==> src/rtl/wbs_decoder_pkg.sv <==
// wbs_decoder_pkg: FSM state encodings and default parameter values shared by the decoder files
package wbs_decoder_pkg;
    localparam logic [1:0] ST_IDLE = 2'd0;
    localparam logic [1:0] ST_BUSY = 2'd1;
    localparam logic [1:0] ST_ERR  = 2'd2;
    localparam int NUM_SLAVES_DEF = 8;
    localparam int DEC_BITS_DEF   = 3;
    localparam int TIMEOUT_DEF    = 1023;
    localparam int TO_BITS_DEF    = 10;
endpackage

==> src/rtl/wbs_timeout_cnt.sv <==
// wbs_timeout_cnt: busy-cycle counter that flags when TIMEOUT cycles have elapsed
//   clk     in  bus clock
//   rst_n   in  synchronous reset, active-low
//   clr     in  clear count (held while the decoder is not busy)
//   en      in  count enable (one increment per busy cycle)
//   expired out count has reached TIMEOUT
module wbs_timeout_cnt #(
    parameter int TO_BITS = 10,
    parameter int TIMEOUT = 1023
) (
    input  logic clk,
    input  logic rst_n,
    input  logic clr,
    input  logic en,
    output logic expired
);
    logic [TO_BITS-1:0] cnt;
    assign expired = cnt == TO_BITS'(TIMEOUT);
    always_ff @(posedge clk) begin
        if (!rst_n || clr)
            cnt <= '0;
        else if (en && !expired)
            cnt <= cnt + 1'b1;
    end
endmodule

==> src/rtl/wbs_decoder.sv <==
// wbs_decoder: Wishbone slave-side decoder; forwards one arbiter request to the slave picked by adr[15:16-DEC_BITS]
//   wb_clk_i/wb_rst_n_i       clock and synchronous active-low reset
//   wbm_cyc_i/stb_i/we_i/sel_i/adr_i/dat_i   single-cycle request from the arbiter
//   wbm_dat_o/ack_o/err_o     registered response pulse to the arbiter
//   wbs_cyc_o/stb_o           one-hot request to the selected slave, held until it answers
//   wbs_we_o/sel_o/adr_o/dat_o latched request fields
//   wbs_dat_i/ack_i/err_i     slave responses, slave k at data bits [16k+15:16k]
//   Build option: define WBS_DECODER_TIMEOUT_EN to force err after TIMEOUT silent busy cycles.
module wbs_decoder
    import wbs_decoder_pkg::*;
#(
    parameter int NUM_SLAVES = NUM_SLAVES_DEF,
    parameter int DEC_BITS   = DEC_BITS_DEF,
    parameter int TIMEOUT    = TIMEOUT_DEF,
    parameter int TO_BITS    = TO_BITS_DEF
) (
    input  logic                     wb_clk_i,
    input  logic                     wb_rst_n_i,
    input  logic                     wbm_cyc_i,
    input  logic                     wbm_stb_i,
    input  logic                     wbm_we_i,
    input  logic [1:0]               wbm_sel_i,
    input  logic [31:0]              wbm_adr_i,
    input  logic [15:0]              wbm_dat_i,
    output logic [15:0]              wbm_dat_o,
    output logic                     wbm_ack_o,
    output logic                     wbm_err_o,
    output logic [NUM_SLAVES-1:0]    wbs_cyc_o,
    output logic [NUM_SLAVES-1:0]    wbs_stb_o,
    output logic                     wbs_we_o,
    output logic [1:0]               wbs_sel_o,
    output logic [15:0]              wbs_adr_o,
    output logic [15:0]              wbs_dat_o,
    input  logic [16*NUM_SLAVES-1:0] wbs_dat_i,
    input  logic [NUM_SLAVES-1:0]    wbs_ack_i,
    input  logic [NUM_SLAVES-1:0]    wbs_err_i
);
    if (NUM_SLAVES < 1 || NUM_SLAVES > 2**DEC_BITS || 2**TO_BITS <= TIMEOUT) begin : g_bad_cfg
        $error("wbs_decoder: illegal parameter combination");
    end
    logic [1:0]            state;
    logic [DEC_BITS-1:0]   dec_idx;
    logic [NUM_SLAVES-1:0] dec_oh;
    logic [15:0]           rd_dat;
    logic                  req, hit, s_ack, s_err, to_exp, unused_adr;
    assign req        = wbm_cyc_i & wbm_stb_i;
    assign dec_idx    = wbm_adr_i[15:16-DEC_BITS];
    assign unused_adr = ^wbm_adr_i[31:16];
    // Indices at or above NUM_SLAVES produce no one-hot bit, which marks the access unmapped.
    assign hit        = |dec_oh;
    // The held one-hot cycle vector masks out responses from slaves that were not selected.
    assign s_ack      = |(wbs_ack_i & wbs_cyc_o);
    assign s_err      = |(wbs_err_i & wbs_cyc_o);
    assign wbs_stb_o  = wbs_cyc_o;
    always_comb begin
        dec_oh = '0;
        rd_dat = '0;
        for (int k = 0; k < NUM_SLAVES; k++) begin
            dec_oh[k] = dec_idx == DEC_BITS'(k);
            rd_dat    = rd_dat | (wbs_cyc_o[k] ? wbs_dat_i[16*k +: 16] : 16'h0);
        end
    end
`ifdef WBS_DECODER_TIMEOUT_EN
    wbs_timeout_cnt #(.TO_BITS(TO_BITS), .TIMEOUT(TIMEOUT)) u_timeout (
        .clk     (wb_clk_i),
        .rst_n   (wb_rst_n_i),
        .clr     (state != ST_BUSY),
        .en      (state == ST_BUSY),
        .expired (to_exp)
    );
`else
    assign to_exp = 1'b0;
`endif
    always_ff @(posedge wb_clk_i) begin
        if (!wb_rst_n_i) begin
            state     <= ST_IDLE;
            wbs_cyc_o <= '0;
            wbs_we_o  <= 1'b0;
            wbs_sel_o <= '0;
            wbs_adr_o <= '0;
            wbs_dat_o <= '0;
            wbm_dat_o <= '0;
            wbm_ack_o <= 1'b0;
            wbm_err_o <= 1'b0;
        end else begin
            wbm_ack_o <= 1'b0;
            wbm_err_o <= 1'b0;
            if (state == ST_IDLE && req) begin
                wbs_we_o  <= wbm_we_i;
                wbs_sel_o <= wbm_sel_i;
                wbs_adr_o <= wbm_adr_i[15:0];
                wbs_dat_o <= wbm_dat_i;
                wbs_cyc_o <= dec_oh;
                state     <= hit ? ST_BUSY : ST_ERR;
                wbm_err_o <= !hit;
            end else if (state == ST_BUSY && (s_ack || s_err || to_exp)) begin
                // A slave error beats its ack; a slave ack beats a simultaneous timeout.
                wbs_cyc_o <= '0;
                state     <= ST_IDLE;
                wbm_ack_o <= s_ack && !s_err;
                wbm_err_o <= s_err || !s_ack;
                if (s_ack && !s_err)
                    wbm_dat_o <= rd_dat;
            end else if (state != ST_BUSY) begin
                state <= ST_IDLE;
            end
        end
    end
endmodule
==> config.mk <==
export PLATFORM = sky130hd
export DESIGN_NAME = wbs_decoder
export DESIGN_NICKNAME = d
export VERILOG_FILES = /design/src/rtl/wbs_decoder_pkg.sv /design/src/rtl/wbs_timeout_cnt.sv /design/src/rtl/wbs_decoder.sv
export SDC_FILE = /design/constraint.sdc
export NUM_CORES = 1
export LEC_CHECK = 0
export BUFFER_PORTS_ARGS = -buffer_cell sky130_fd_sc_hd__buf_2
export CAP_MARGIN = 20
export CORE_MARGIN = 10
export CORE_UTILIZATION = 41
export CTS_BUF_LIST = sky130_fd_sc_hd__clkbuf_16
export DETAILED_ROUTE_END_ITERATION = 8
export PLACE_DENSITY = 0.85
export SYNTH_ARGS = -nofsm -noshare
export SYNTH_HDL_FRONTEND = slang
export SYNTH_SLANG_ARGS = --single-unit
export TNS_END_PERCENT = 10
==> constraint.sdc <==
create_clock -name wb_clk_i -period 3.9 [get_ports wb_clk_i]
set_clock_uncertainty 0.15 [all_clocks]
set_input_delay 0.78 -clock wb_clk_i [delete_from_list [all_inputs] [get_ports wb_clk_i]]
set_output_delay 0.78 -clock wb_clk_i [all_outputs]
set_load 0.01 [all_outputs]
==> results.yml <==
global_routing:
  grt_max_degree: 34
  track_usage: 0.247
  use_met3: 0.0964
  use_met1: 0.265
  grt.busiest_layer: "met2"
  grt_pass1_vias: 4161
  antenna_found_initial: 5
  grt_use_met2: 0.425
  grt_first_pass_wirelength_um: 22600
  overflow: 0
clock_tree:
  post_cts_resized: 0
  post_cts_buffers: 0
  clk_path_buf_depth: 2
  path_clk_slew_ps: 50
  clk_latency_ps: 320
  ctsRootBufferMaster: "clkbuf_16"
  cts_sinks: 63
  htreeDepth: 3
  cts_tree: "built"
  cts.hold.buffers_added: 0
  cts_made_buffers: 9
timing:
  fin_tns_setup_ps: 0
  hold_violations: 0
  fmax_ghz: 0.409
  finalWorstSetupSlack_ps: 1450
  fin_crit_ps: 2450
  rsz0062_at_grt: "no"
  worst_pin_slew_ps: 1010
  post-route-period-util: 0.627
  relSlewSlack: 0.325
  setup_violations: 0
  maxSlewViolCount: 0
power_and_ir_drop:
  irDropWorstVdd_uv: 284
  swShare: 0.235
  power_density_nw_per_um2: 349
  intPower_mw: 1.24
  seq_power_share: 0.413
  power_switching_mw: 0.381
  combPwrFrac: 0.122
  clock_power_share: 0.465
  p_leak_nw: 2.20
detailed_routing:
  routed_via_density: 5.54
  route.final.wire_length_um: 15100
  drc: 0
  dr.pass1.iters: 5
  wl_per_cell_um: 21.1
  via_count: 3978
  postRouteAntennaNets: 0
  initialDrtViolationCount: 286
placement:
  gp_congestion: 0.969
  pre_cts_ws_ps: 1350
  dp_cells: 699
  hpwlAfterDp_um: 12000
  port_buffers: 251
finish:
  nNetsFinal: 810
  drive_gt1_frac: 0.476
  final_common_cell: "buf_2"
  n_fill_cell: 665
  mostFrequentLayoutCells: "buf_2, nand2_1, a22oi_1, dfxtp_1, a21oi_1"
  area_delta_synth_final_pct: 48.1
  fin_cells: 718
  post-route-util: 0.633
die:
  core-area_um2: 7330
  pin_count: 268
  die_w_um: 107
  row_count: 31
  die_area_um2: 11500
  die_h_um: 107
  start_util: 0.428
worst_setup_path:
  crit_type: "flip-flop to primary output"
  worstPathCellList: "buf_2"
  crit_path_max_fanout: 21
  cp.required_ps: 2970
  critPathTopFamily: "flip-flops"
  cp-end-kind: "primary output"
  crit_buf_inv: 1
  crit_path_max_incr_delay_ps: 910
  cp-start-kind: "flip-flop"
  arrival_ps: 1520
  slowest_stage: "dfxtp_1"
worst_hold_path:
  hold_class: "flip-flop to flip-flop"
synth:
  synth_cell_types: 28
  syn_inst: 383
  syn-num-nets: 582
  seq_area_frac_synth: 0.402
  syn_area_um2: 3130
  yosysWarningCount: 0
  avgSynthCellArea_um2: 8.18
  synth_seq_cells: 63
status:
  status: "finished clean"
job:
  maxCapViolCount: 0
==> metrics by stage <==
step	instance area [um^2]	hold slack [ps]	power [mW]
CTS	4630	300	1.63
finish	4640	301	1.62
floorplan	3130	331	0.755
global route	4640	318	1.68
detailed placement	4350	293	0.880
global placement	4350	289	0.873
==> worst min-delay path, cell delays in order (launching register included) <==
cell     delay, ps
dfxtp_1        300
nand2_1         50
a21oi_1         50
==> power groups by stage <==
| stage | sequential [mW] | combinational [mW] | clock (mW) |
|---|---|---|---|
| after floorplan | 0.685 | 0.0693 | 0 |
| after CTS | 0.669 | 0.199 | 0.763 |
| after global routing | 0.670 | 0.218 | 0.795 |
| after global placement | 0.682 | 0.192 | 0 |
| after detailed placement | 0.682 | 0.198 | 0 |
| final | 0.669 | 0.199 | 0.754 |
==> cell usage after synthesis <==
library cell	count	area, um^2
and4_1	1	8.76
a211oi_2	12	150
buf_2	9	45.0
nor3_1	4	20.0
conb_1	1	3.75
a22oi_1	68	510
buf_6	3	33.8
nor4_1	3	18.8
a32o_1	4	40.0
a22o_1	6	52.6
buf_1	6	22.5
nand2_1	74	278
dfxtp_1	63	1260
nor2b_1	1	6.26
nand2b_1	1	6.26
and3_4	1	11.3
nand3_1	2	10.0
a21oi_2	1	8.76
buf_4	10	75.1
nand4_1	16	100
and3_1	3	18.8
inv_1	1	3.75
a221oi_2	3	45.0
inv_2	2	7.51
a21oi_1	51	255
nand2_2	1	6.26
nor2_1	20	75.1
clkbuf_1	16	60.1
==> kinds of logic (layout without fill, tap and decap cells) <==
group | Yosys count | count (layout) | synth area share
flip-flops | 63 | 63 | 0.402
AND/OR/NAND/NOR | 127 | 127 | 0.178
AO/OA/AOI/OAI | 145 | 145 | 0.339
buffers and inverters | 47 | 279 | 0.0790
other | 1 | 5 | 0.00120
==> worst paths after layout <==
kind | startpoint | endpoint | slack [ps] | depth (start not counted)
worst min register to register | wbs_dat_o[6] | wbs_dat_o[6] | 300 | 2
worst max register to register | wbs_cyc_o[1] | wbm_dat_o[5] | 1490 | 5
worst min-delay path | wbs_dat_o[6] | wbs_dat_o[6] | 300 | 2
worst max-delay path | wbs_cyc_o[1] | wbs_stb_o[1] | 1450 | 1
==> layout make-up <==
class | instances | area (um^2) | area share
Timing Repair Buffer | 261 | 1330 | 0.287
Clock buffer | 9 | 225 | 0.0485
Inverter | 3 | 11.3 | 0.00243
Clock inverter | 6 | 55.1 | 0.0119
Sequential cell | 63 | 1260 | 0.272
Antenna cell | 4 | 10.0 | 0.00216
Tap cell | 99 | 124 | 0.0267
Multi-Input combinational cell | 273 | 1630 | 0.350
==> registers in the layout, indices dropped and copies added (netlist names) <==
signal / cells
wbm_err_o: 1
wbs_adr_o: 16
state: 2
wbs_dat_o: 16
wbs_we_o: 1
wbm_dat_o: 16
wbs_sel_o: 2
wbm_ack_o: 1
wbs_cyc_o: 8
==> layer usage <==
layer,routed length (um),share of wire,vias up
met5,13,0.00086,-
met4,452,0.030,2
met3,1730,0.11,27
met2,7440,0.49,250
met1,5480,0.36,1833
li1,-,-,1866
No activity file was read; power rests on OpenSTA's default activity.
